**src/rtl/host_bm_pkg.sv**
```systemverilog
// Shared types and constants for the 8080-style host bus master.
// Optional feature macro: HOST_BM_BUSY_POLL_EN (status polling before writes).
package host_bm_pkg;

  localparam int CNT_W         = 4;
  localparam int STAT_BUSY_BIT = 6;

  localparam int T_SETUP_DEF  = 1;
  localparam int T_STROBE_DEF = 2;
  localparam int T_HOLD_DEF   = 1;
  localparam int T_RECOV_DEF  = 1;

  typedef logic [CNT_W-1:0] cnt_t;

`ifdef HOST_BM_BUSY_POLL_EN
  typedef enum logic [2:0] {IDLE, SETUP, STROBE, HOLD, RECOV, POLL_S} state_t;
`else
  typedef enum logic [2:0] {IDLE, SETUP, STROBE, HOLD, RECOV} state_t;
`endif

  // Phase counter load value for a phase lasting 'cycles' clocks.
  function automatic cnt_t phase_load(input int cycles);
    return cnt_t'(cycles - 1);
  endfunction

endpackage

```
**src/rtl/host_bus_master_if.sv**
```systemverilog
// Request handshake plus 8080-style host bus pins, as one bundle.
// master: the bus initiator (host_bus_master); slave: whatever drives requests
// and models the LCD controller's host port.
interface host_bus_master_if;
  logic       req;
  logic       req_rd;
  logic       req_a0;
  logic [7:0] req_wdata;
  logic       ack;
  logic       busy;
  logic       done;
  logic [7:0] rdata;
  logic       ce_x;
  logic       a0;
  logic       wr_x;
  logic       rd_x;
  logic [7:0] dat_o;
  logic       dat_oe;
  logic [7:0] dat_i;

  modport master (
    input  req, req_rd, req_a0, req_wdata, dat_i,
    output ack, busy, done, rdata, ce_x, a0, wr_x, rd_x, dat_o, dat_oe
  );

  modport slave (
    output req, req_rd, req_a0, req_wdata, dat_i,
    input  ack, busy, done, rdata, ce_x, a0, wr_x, rd_x, dat_o, dat_oe
  );
endinterface

```
**src/rtl/host_bm_cnt.sv**
```systemverilog
// Loadable down-counter with zero flag, used as the bus phase timer.
// Holds at zero until reloaded; exposes its next value so the owner can
// register outputs that depend on where the count lands.
module host_bm_cnt
  import host_bm_pkg::*;
(
  input  logic clk,
  input  logic rst,
  input  logic load,
  input  cnt_t load_val,
  output cnt_t count,
  output cnt_t count_next,
  output logic zero
);

  assign zero = (count == '0);

  // Next count: reload, else decrement until zero.
  always_comb begin
    count_next = count;
    if (load)       count_next = load_val;
    else if (!zero) count_next = count - cnt_t'(1);
  end

  // Count register.
  // NOTE: clocked state uses non-blocking assignments so every register
  // samples pre-edge values; blocking here would create ordering races.
  always_ff @(posedge clk) begin
    if (rst) count <= '0;
    else     count <= count_next;
  end

endmodule

```
**src/rtl/host_bus_master.sv**
```systemverilog
// Host bus master: turns one req/ack request into one timed 8080-style bus
// cycle (write or read) for the S1D13700 host port.
// Optional feature macro: HOST_BM_BUSY_POLL_EN -- writes are preceded by
// status reads repeated until the busy flag (dat_i bit 6) reads 0.
// All bus outputs are registered from the next state, so they change on the
// same edge the FSM enters a phase.
module host_bus_master
  import host_bm_pkg::*;
#(
  parameter int T_SETUP  = T_SETUP_DEF,
  parameter int T_STROBE = T_STROBE_DEF,
  parameter int T_HOLD   = T_HOLD_DEF,
  parameter int T_RECOV  = T_RECOV_DEF
) (
  input logic               clk,
  input logic               rst,
  host_bus_master_if.master bus
);

  localparam cnt_t LD_SETUP  = phase_load(T_SETUP);
  localparam cnt_t LD_STROBE = phase_load(T_STROBE);
  localparam cnt_t LD_HOLD   = phase_load(T_HOLD);
  localparam cnt_t LD_RECOV  = phase_load(T_RECOV);

  state_t     state, state_nxt;
  logic       cyc_rd, cyc_rd_nxt;
  logic       cyc_a0, cyc_a0_nxt;
  logic [7:0] cyc_wdata, cyc_wdata_nxt;

`ifdef HOST_BM_BUSY_POLL_EN
  logic poll, poll_nxt, poll_busy;
`else
  localparam logic poll     = 1'b0;
  localparam logic poll_nxt = 1'b0;
`endif

  logic cnt_load, cnt_zero;
  cnt_t cnt_load_val, cnt, cnt_nxt;

  logic bus_active_nxt, strobe_nxt, eff_rd_nxt, eff_a0_nxt;
  logic done_nxt, busy_nxt, leave_strobe;

  logic       ce_x_q, a0_q, wr_x_q, rd_x_q, dat_oe_q, busy_q, done_q;
  logic [7:0] dat_o_q, rdata_q;

  // busy is low only in IDLE and in the done cycle, so ack marks an accept.
  assign bus.ack    = bus.req & ~busy_q;
  assign bus.busy   = busy_q;
  assign bus.done   = done_q;
  assign bus.rdata  = rdata_q;
  assign bus.ce_x   = ce_x_q;
  assign bus.a0     = a0_q;
  assign bus.wr_x   = wr_x_q;
  assign bus.rd_x   = rd_x_q;
  assign bus.dat_o  = dat_o_q;
  assign bus.dat_oe = dat_oe_q;

  host_bm_cnt u_phase (
    .clk       (clk),
    .rst       (rst),
    .load      (cnt_load),
    .load_val  (cnt_load_val),
    .count     (cnt),
    .count_next(cnt_nxt),
    .zero      (cnt_zero)
  );

  // Next-state logic: advance a phase when its timer reaches zero.
  // NOTE: every signal gets a default before the case so no path leaves a
  // variable unassigned, which would infer a latch.
  always_comb begin
    state_nxt     = state;
    cyc_rd_nxt    = cyc_rd;
    cyc_a0_nxt    = cyc_a0;
    cyc_wdata_nxt = cyc_wdata;
    cnt_load      = 1'b0;
    cnt_load_val  = '0;
`ifdef HOST_BM_BUSY_POLL_EN
    poll_nxt      = poll;
`endif
    unique case (state)
      IDLE:   state_nxt = IDLE;
      SETUP:  if (cnt_zero) begin
                state_nxt    = STROBE;
                cnt_load     = 1'b1;
                cnt_load_val = LD_STROBE;
              end
      STROBE: if (cnt_zero) begin
                state_nxt    = HOLD;
                cnt_load     = 1'b1;
                cnt_load_val = LD_HOLD;
              end
      HOLD:   if (cnt_zero) begin
`ifdef HOST_BM_BUSY_POLL_EN
                state_nxt    = poll ? POLL_S : RECOV;
`else
                state_nxt    = RECOV;
`endif
                cnt_load     = 1'b1;
                cnt_load_val = LD_RECOV;
              end
      RECOV:  if (cnt_zero) state_nxt = IDLE;
`ifdef HOST_BM_BUSY_POLL_EN
      // Poll recovery: go round again while busy, else run the real write.
      POLL_S: if (cnt_zero) begin
                state_nxt    = SETUP;
                cnt_load     = 1'b1;
                cnt_load_val = LD_SETUP;
                if (!poll_busy) poll_nxt = 1'b0;
              end
`endif
      default: state_nxt = IDLE;
    endcase

    if (bus.ack) begin
      state_nxt     = SETUP;
      cnt_load      = 1'b1;
      cnt_load_val  = LD_SETUP;
      cyc_rd_nxt    = bus.req_rd;
      cyc_a0_nxt    = bus.req_a0;
      cyc_wdata_nxt = bus.req_wdata;
`ifdef HOST_BM_BUSY_POLL_EN
      poll_nxt      = ~bus.req_rd;
`endif
    end
  end

  // Output decode for the cycle about to start; poll cycles are status reads.
  always_comb begin
    bus_active_nxt = state_nxt inside {SETUP, STROBE, HOLD};
    strobe_nxt     = (state_nxt == STROBE);
    eff_rd_nxt     = cyc_rd_nxt | poll_nxt;
    eff_a0_nxt     = cyc_a0_nxt & ~poll_nxt;
    done_nxt       = (state_nxt == RECOV) && (cnt_nxt == '0);
    busy_nxt       = (state_nxt != IDLE) && !done_nxt;
    leave_strobe   = (state == STROBE) && cnt_zero;
  end

  // State, request latch and registered bus outputs.
  always_ff @(posedge clk) begin
    if (rst) begin
      state     <= IDLE;
      cyc_rd    <= 1'b0;
      cyc_a0    <= 1'b0;
      cyc_wdata <= 8'h00;
      ce_x_q    <= 1'b1;
      a0_q      <= 1'b0;
      wr_x_q    <= 1'b1;
      rd_x_q    <= 1'b1;
      dat_o_q   <= 8'h00;
      dat_oe_q  <= 1'b0;
      busy_q    <= 1'b0;
      done_q    <= 1'b0;
      rdata_q   <= 8'h00;
    end else begin
      state     <= state_nxt;
      cyc_rd    <= cyc_rd_nxt;
      cyc_a0    <= cyc_a0_nxt;
      cyc_wdata <= cyc_wdata_nxt;
      ce_x_q    <= ~bus_active_nxt;
      wr_x_q    <= ~(strobe_nxt & ~eff_rd_nxt);
      rd_x_q    <= ~(strobe_nxt & eff_rd_nxt);
      dat_oe_q  <= bus_active_nxt & ~eff_rd_nxt;
      busy_q    <= busy_nxt;
      done_q    <= done_nxt;
      // a0 and write data are set up on SETUP entry and held through HOLD.
      if (state_nxt == SETUP) begin
        a0_q <= eff_a0_nxt;
        if (!eff_rd_nxt) dat_o_q <= cyc_wdata_nxt;
      end
      if (leave_strobe && cyc_rd && !poll) rdata_q <= bus.dat_i;
    end
  end

`ifdef HOST_BM_BUSY_POLL_EN
  // Poll bookkeeping: active flag and the busy bit sampled at strobe end.
  always_ff @(posedge clk) begin
    if (rst) begin
      poll      <= 1'b0;
      poll_busy <= 1'b0;
    end else begin
      poll <= poll_nxt;
      if (leave_strobe && poll) poll_busy <= bus.dat_i[STAT_BUSY_BIT];
    end
  end
`endif

endmodule
```
**src/flat_wrapper.sv**
```systemverilog
// flat-port wrapper written by rule: the top's interface ports become plain ports
module host_bus_master_flat import host_bm_pkg::*;
#(
  parameter int T_SETUP  = T_SETUP_DEF,
  parameter int T_STROBE = T_STROBE_DEF,
  parameter int T_HOLD   = T_HOLD_DEF,
  parameter int T_RECOV  = T_RECOV_DEF
)
  (clk, rst, bus_req, bus_req_rd, bus_req_a0, bus_req_wdata, bus_dat_i, bus_ack, bus_busy, bus_done, bus_rdata, bus_ce_x, bus_a0, bus_wr_x, bus_rd_x, bus_dat_o, bus_dat_oe);
  host_bus_master_if bus_i ();
  input logic clk;
  input logic rst;
  input wire logic [$bits(bus_i.req)-1:0] bus_req;
  input wire logic [$bits(bus_i.req_rd)-1:0] bus_req_rd;
  input wire logic [$bits(bus_i.req_a0)-1:0] bus_req_a0;
  input wire logic [$bits(bus_i.req_wdata)-1:0] bus_req_wdata;
  input wire logic [$bits(bus_i.dat_i)-1:0] bus_dat_i;
  output wire logic [$bits(bus_i.ack)-1:0] bus_ack;
  output wire logic [$bits(bus_i.busy)-1:0] bus_busy;
  output wire logic [$bits(bus_i.done)-1:0] bus_done;
  output wire logic [$bits(bus_i.rdata)-1:0] bus_rdata;
  output wire logic [$bits(bus_i.ce_x)-1:0] bus_ce_x;
  output wire logic [$bits(bus_i.a0)-1:0] bus_a0;
  output wire logic [$bits(bus_i.wr_x)-1:0] bus_wr_x;
  output wire logic [$bits(bus_i.rd_x)-1:0] bus_rd_x;
  output wire logic [$bits(bus_i.dat_o)-1:0] bus_dat_o;
  output wire logic [$bits(bus_i.dat_oe)-1:0] bus_dat_oe;
  assign bus_i.req = bus_req;
  assign bus_i.req_rd = bus_req_rd;
  assign bus_i.req_a0 = bus_req_a0;
  assign bus_i.req_wdata = bus_req_wdata;
  assign bus_i.dat_i = bus_dat_i;
  assign bus_ack = bus_i.ack;
  assign bus_busy = bus_i.busy;
  assign bus_done = bus_i.done;
  assign bus_rdata = bus_i.rdata;
  assign bus_ce_x = bus_i.ce_x;
  assign bus_a0 = bus_i.a0;
  assign bus_wr_x = bus_i.wr_x;
  assign bus_rd_x = bus_i.rd_x;
  assign bus_dat_o = bus_i.dat_o;
  assign bus_dat_oe = bus_i.dat_oe;
  host_bus_master #(.T_SETUP(T_SETUP), .T_STROBE(T_STROBE), .T_HOLD(T_HOLD), .T_RECOV(T_RECOV)) u_core (.clk(clk), .rst(rst), .bus(bus_i));
endmodule
```
**config.mk**
```make
export PLATFORM = sky130hd
export DESIGN_NAME = host_bus_master_flat
export DESIGN_NICKNAME = d
export VERILOG_FILES = /design/src/rtl/host_bm_pkg.sv /design/src/rtl/host_bus_master_if.sv /design/src/rtl/host_bm_cnt.sv /design/src/rtl/host_bus_master.sv /design/src/flat_wrapper.sv
export SDC_FILE = /design/constraint.sdc
export NUM_CORES = 1
export LEC_CHECK = 0
export CAP_MARGIN = 20
export CELL_PAD_IN_SITES_DETAIL_PLACEMENT = 0
export CELL_PAD_IN_SITES_GLOBAL_PLACEMENT = 1
export CORE_MARGIN = 1
export CORE_UTILIZATION = 37
export CTS_BUF_LIST = sky130_fd_sc_hd__clkbuf_8
export CTS_CLUSTER_SIZE = 40
export DETAILED_ROUTE_END_ITERATION = 10
export PLACE_DENSITY_LB_ADDON = 0.1
export SLEW_MARGIN = 15
export SYNTH_ARGS = -nofsm -noshare
export SYNTH_HDL_FRONTEND = slang
export SYNTH_HIERARCHICAL = 1
export SYNTH_SLANG_ARGS = --single-unit
```
**constraint.sdc**
```tcl
create_clock -name clk -period 2.9 [get_ports clk]
set_clock_uncertainty 0.1 [all_clocks]
set_input_delay 0.58 -clock clk [delete_from_list [all_inputs] [get_ports clk]]
set_output_delay 0.58 -clock clk [all_outputs]
set_load 0.05 [all_outputs]
```
==> metrics, run 1 <==
sequential share of the synthesized area=46.9%; Reg clk slew, reported paths=70 ps; Synth top cells by count=40 x dfxtp_1, 27 x nand2_1, 17 x nor2_1, 15 x a21oi_1; Setup TNS Final=0 ps; drt via density=4.81; Area after DPL=2210 um^2; Hold Crit Class=reg2reg; measured slew at the worst slew-check pin=509 ps; Clock Tree Root=clkbuf_8; max_cap viols=0; # H-tree levels=2; syn avg cell area=9.43 um^2; status=finished clean; TritonCTS clock tree=built; Peak Freq=0.387 GHz; CP Class=reg2reg; register-to-register setup slack=310 ps; diodes inserted=0; hold buffer count at CTS=0; total gr overflow=0; Fillers=397; P&R area growth vs syn=34.7%; top-area cell type share of the netlist area=46.9%; RSZ-0062 raised after global routing=false; Critical Path RT=3020 ps; Clk Latency, worst-skew pair=280 ps; clock tree buffer depth=2; Synth area leaders=dfxtp_1 47%, nand2_1 5.9%, mux2i_1 5.9%, mux2_2 5.3%, a21oi_1 4.4%; First DRT Iteration DRCs=52; Core Area=4380 um^2; # rows=24; die area=4890 um^2; postcts setup bufs=0; leakage power=0.857 nW; type of destination of the critical path=register; largest net degree at the start of global routing=39; prevailing post-synth register cell=dfxtp_1; Final Max Tran Viols=0; pwr/cell area=609 nW/um^2; via count=1,351; Detail Route Antenna Nets=0; Period minus WS final=2590 ps; Max rail drop VDD=288 uV; most numerous cell in the Yosys netlist=dfxtp_1; First-pass DRT Iterations=4; routability cong.=0.803; initial antenna violation count=0; cts bufs inserted=5; Max transition margin=66.0%; DIE WIDTH=69.9 um; Finished Cell Area=2300 um^2; Die H=69.9 um; Post-synth ARST share=0%; final setup vio count=0; hold depth=2; num ports=45; DRC viols=0; CTS Sinks=40; Port Buffers=44; Yosys reg bits=40; post_cts resized=0; Unique masters post-synth=40; global-route wire length before repair=5890 um; Initial Util=38.9%; worst-case reg-to-reg path depth=11; Post-synth EDFFs=0; Hold Vio Cnt, Final=0; Finished Core Util=52.4%; drt wl/cell=12.4 um; cell taking the most area after synthesis=dfxtp_1; Startpoint Class=register; hold slack=359 ps; Tot Pwr=1.40 mW; CP Max Fanout=11; number of global-route vias before repair=1,290; period utilization=89.1%; post-detailed-placement half-perimeter wirelength=2520 um; Cell Area, Synth=1710 um^2; share of post-route cells with drive strength above 1=13.5%; # nets final=250; final WL=3470 um; Synth Instances=181; critical path data arrival time=2700 ps; GRT Util Overall=15.2%; Ys Warns=6
==> cells in the final DEF (no fill, tap or decap), types with 2 or more instances in the layout <==
cell / instances
nor2b_1: 10
a211oi_1: 4
nor2_1: 17
nor4b_2: 2
clkbuf_8: 6
nand2b_1: 3
mux2_2: 8
nand2_1: 27
buf_4: 5
nor4_1: 2
a21oi_1: 15
mux2i_1: 10
clkdlybuf4s50_1: 43
nor3_1: 5
dfxtp_1: 40
conb_1: 3
inv_1: 7
==> per-stage QoR <==
step,worst slack (ps),instances
after floorplan,571,183
after global placement,362,273
after detailed placement,311,273
after CTS,317,281
after global routing,33.4,281
final,315,281
==> path summary, 6_finish.rpt <==
path                                                    startpoint                              to
worst min-delay path                u_core/cyc_wdata[1]$_SDFF_PP0_  u_core/cyc_wdata[1]$_SDFF_PP0_
worst max-delay path            u_core/u_phase/count[0]$_SDFF_PP0_      u_core/bus.busy$_SDFF_PP0_
worst min register to register      u_core/cyc_wdata[1]$_SDFF_PP0_  u_core/cyc_wdata[1]$_SDFF_PP0_
worst max register to register  u_core/u_phase/count[0]$_SDFF_PP0_      u_core/bus.busy$_SDFF_PP0_
==> power by group <==
group          total, mW  switching [mW]  internal [mW]
sequential         0.627          0.0335          0.594
combinational      0.406           0.229          0.178
clock              0.366           0.179          0.187
==> kinds of logic (layout without fill, tap and decap cells) <==
logic type | count (synthesis) | after routing | share of synthesized area [%]
compound gates | 24 | 24 | 9.24
flops | 40 | 40 | 46.9
buf+inv | 17 | 63 | 5.28
mux | 20 | 20 | 13.1
fa+ha+maj | 1 | 1 | 0.733
xor+xnor | 2 | 2 | 1.03
simple gates | 76 | 76 | 23.5
other cells | 1 | 3 | 0.220
==> final cells by class <==
class / count / area [um^2] / area share (%)
clock buffers: 6 / 82.6 / 3.59
multi-input cells: 126 / 830 / 36.1
repair buffers: 49 / 488 / 21.2
clock inverters: 2 / 7.51 / 0.327
inverters: 6 / 25.0 / 1.09
well taps: 52 / 65.1 / 2.83
flip-flops and latches: 40 / 801 / 34.8
==> per-layer routing <==
layer	wire length, um	global-route usage [%]
met3	123	4.33
met1	1580	18.6
met5	0	0
met4	59	6.00
met2	1710	25.2
==> critical path: stages (launching register included) <==
cell and delay [ps]:
dfxtp_1 320, inv_1 90, ha_1 210, nor3b_4 470, nand2_1 90, nand2_1 240
nor2b_1 80, mux2_2 280, a21oi_1 110, nor4_1 70, or3_1 300, a21oi_1 140
==> registers in the layout, summed over array words and instances, names as in the netlist, 3 cells and up <==
name / count
u_core/bus.dat_o: 8
u_core/bus.rdata: 8
u_core/cyc_wdata: 8
u_core/u_phase/count: 4
u_core/state: 3
Note: power is estimated with default switching activity, not from simulation.
==> run 2: changes to the inputs <==
--- a/config.mk
+++ b/config.mk
@@ -14,6 +14,7 @@
 export CTS_CLUSTER_SIZE = 40
 export DETAILED_ROUTE_END_ITERATION = 10
 export PLACE_DENSITY_LB_ADDON = 0.1
+export SKIP_CTS_REPAIR_TIMING = 1
 export SLEW_MARGIN = 15
 export SYNTH_ARGS = -nofsm -noshare
 export SYNTH_HDL_FRONTEND = slang
==> results of run 2 <==
Same layout as run 1: the final DEF is identical, and so are final timing and power.
==> run 3: changes to the inputs <==
--- a/config.mk
+++ b/config.mk
@@ -20,3 +20,4 @@
 export SYNTH_HDL_FRONTEND = slang
 export SYNTH_HIERARCHICAL = 1
 export SYNTH_SLANG_ARGS = --single-unit
+export TNS_END_PERCENT = 50
==> results of run 3 <==
Same layout as run 1: the final DEF is identical, and so are final timing and power.
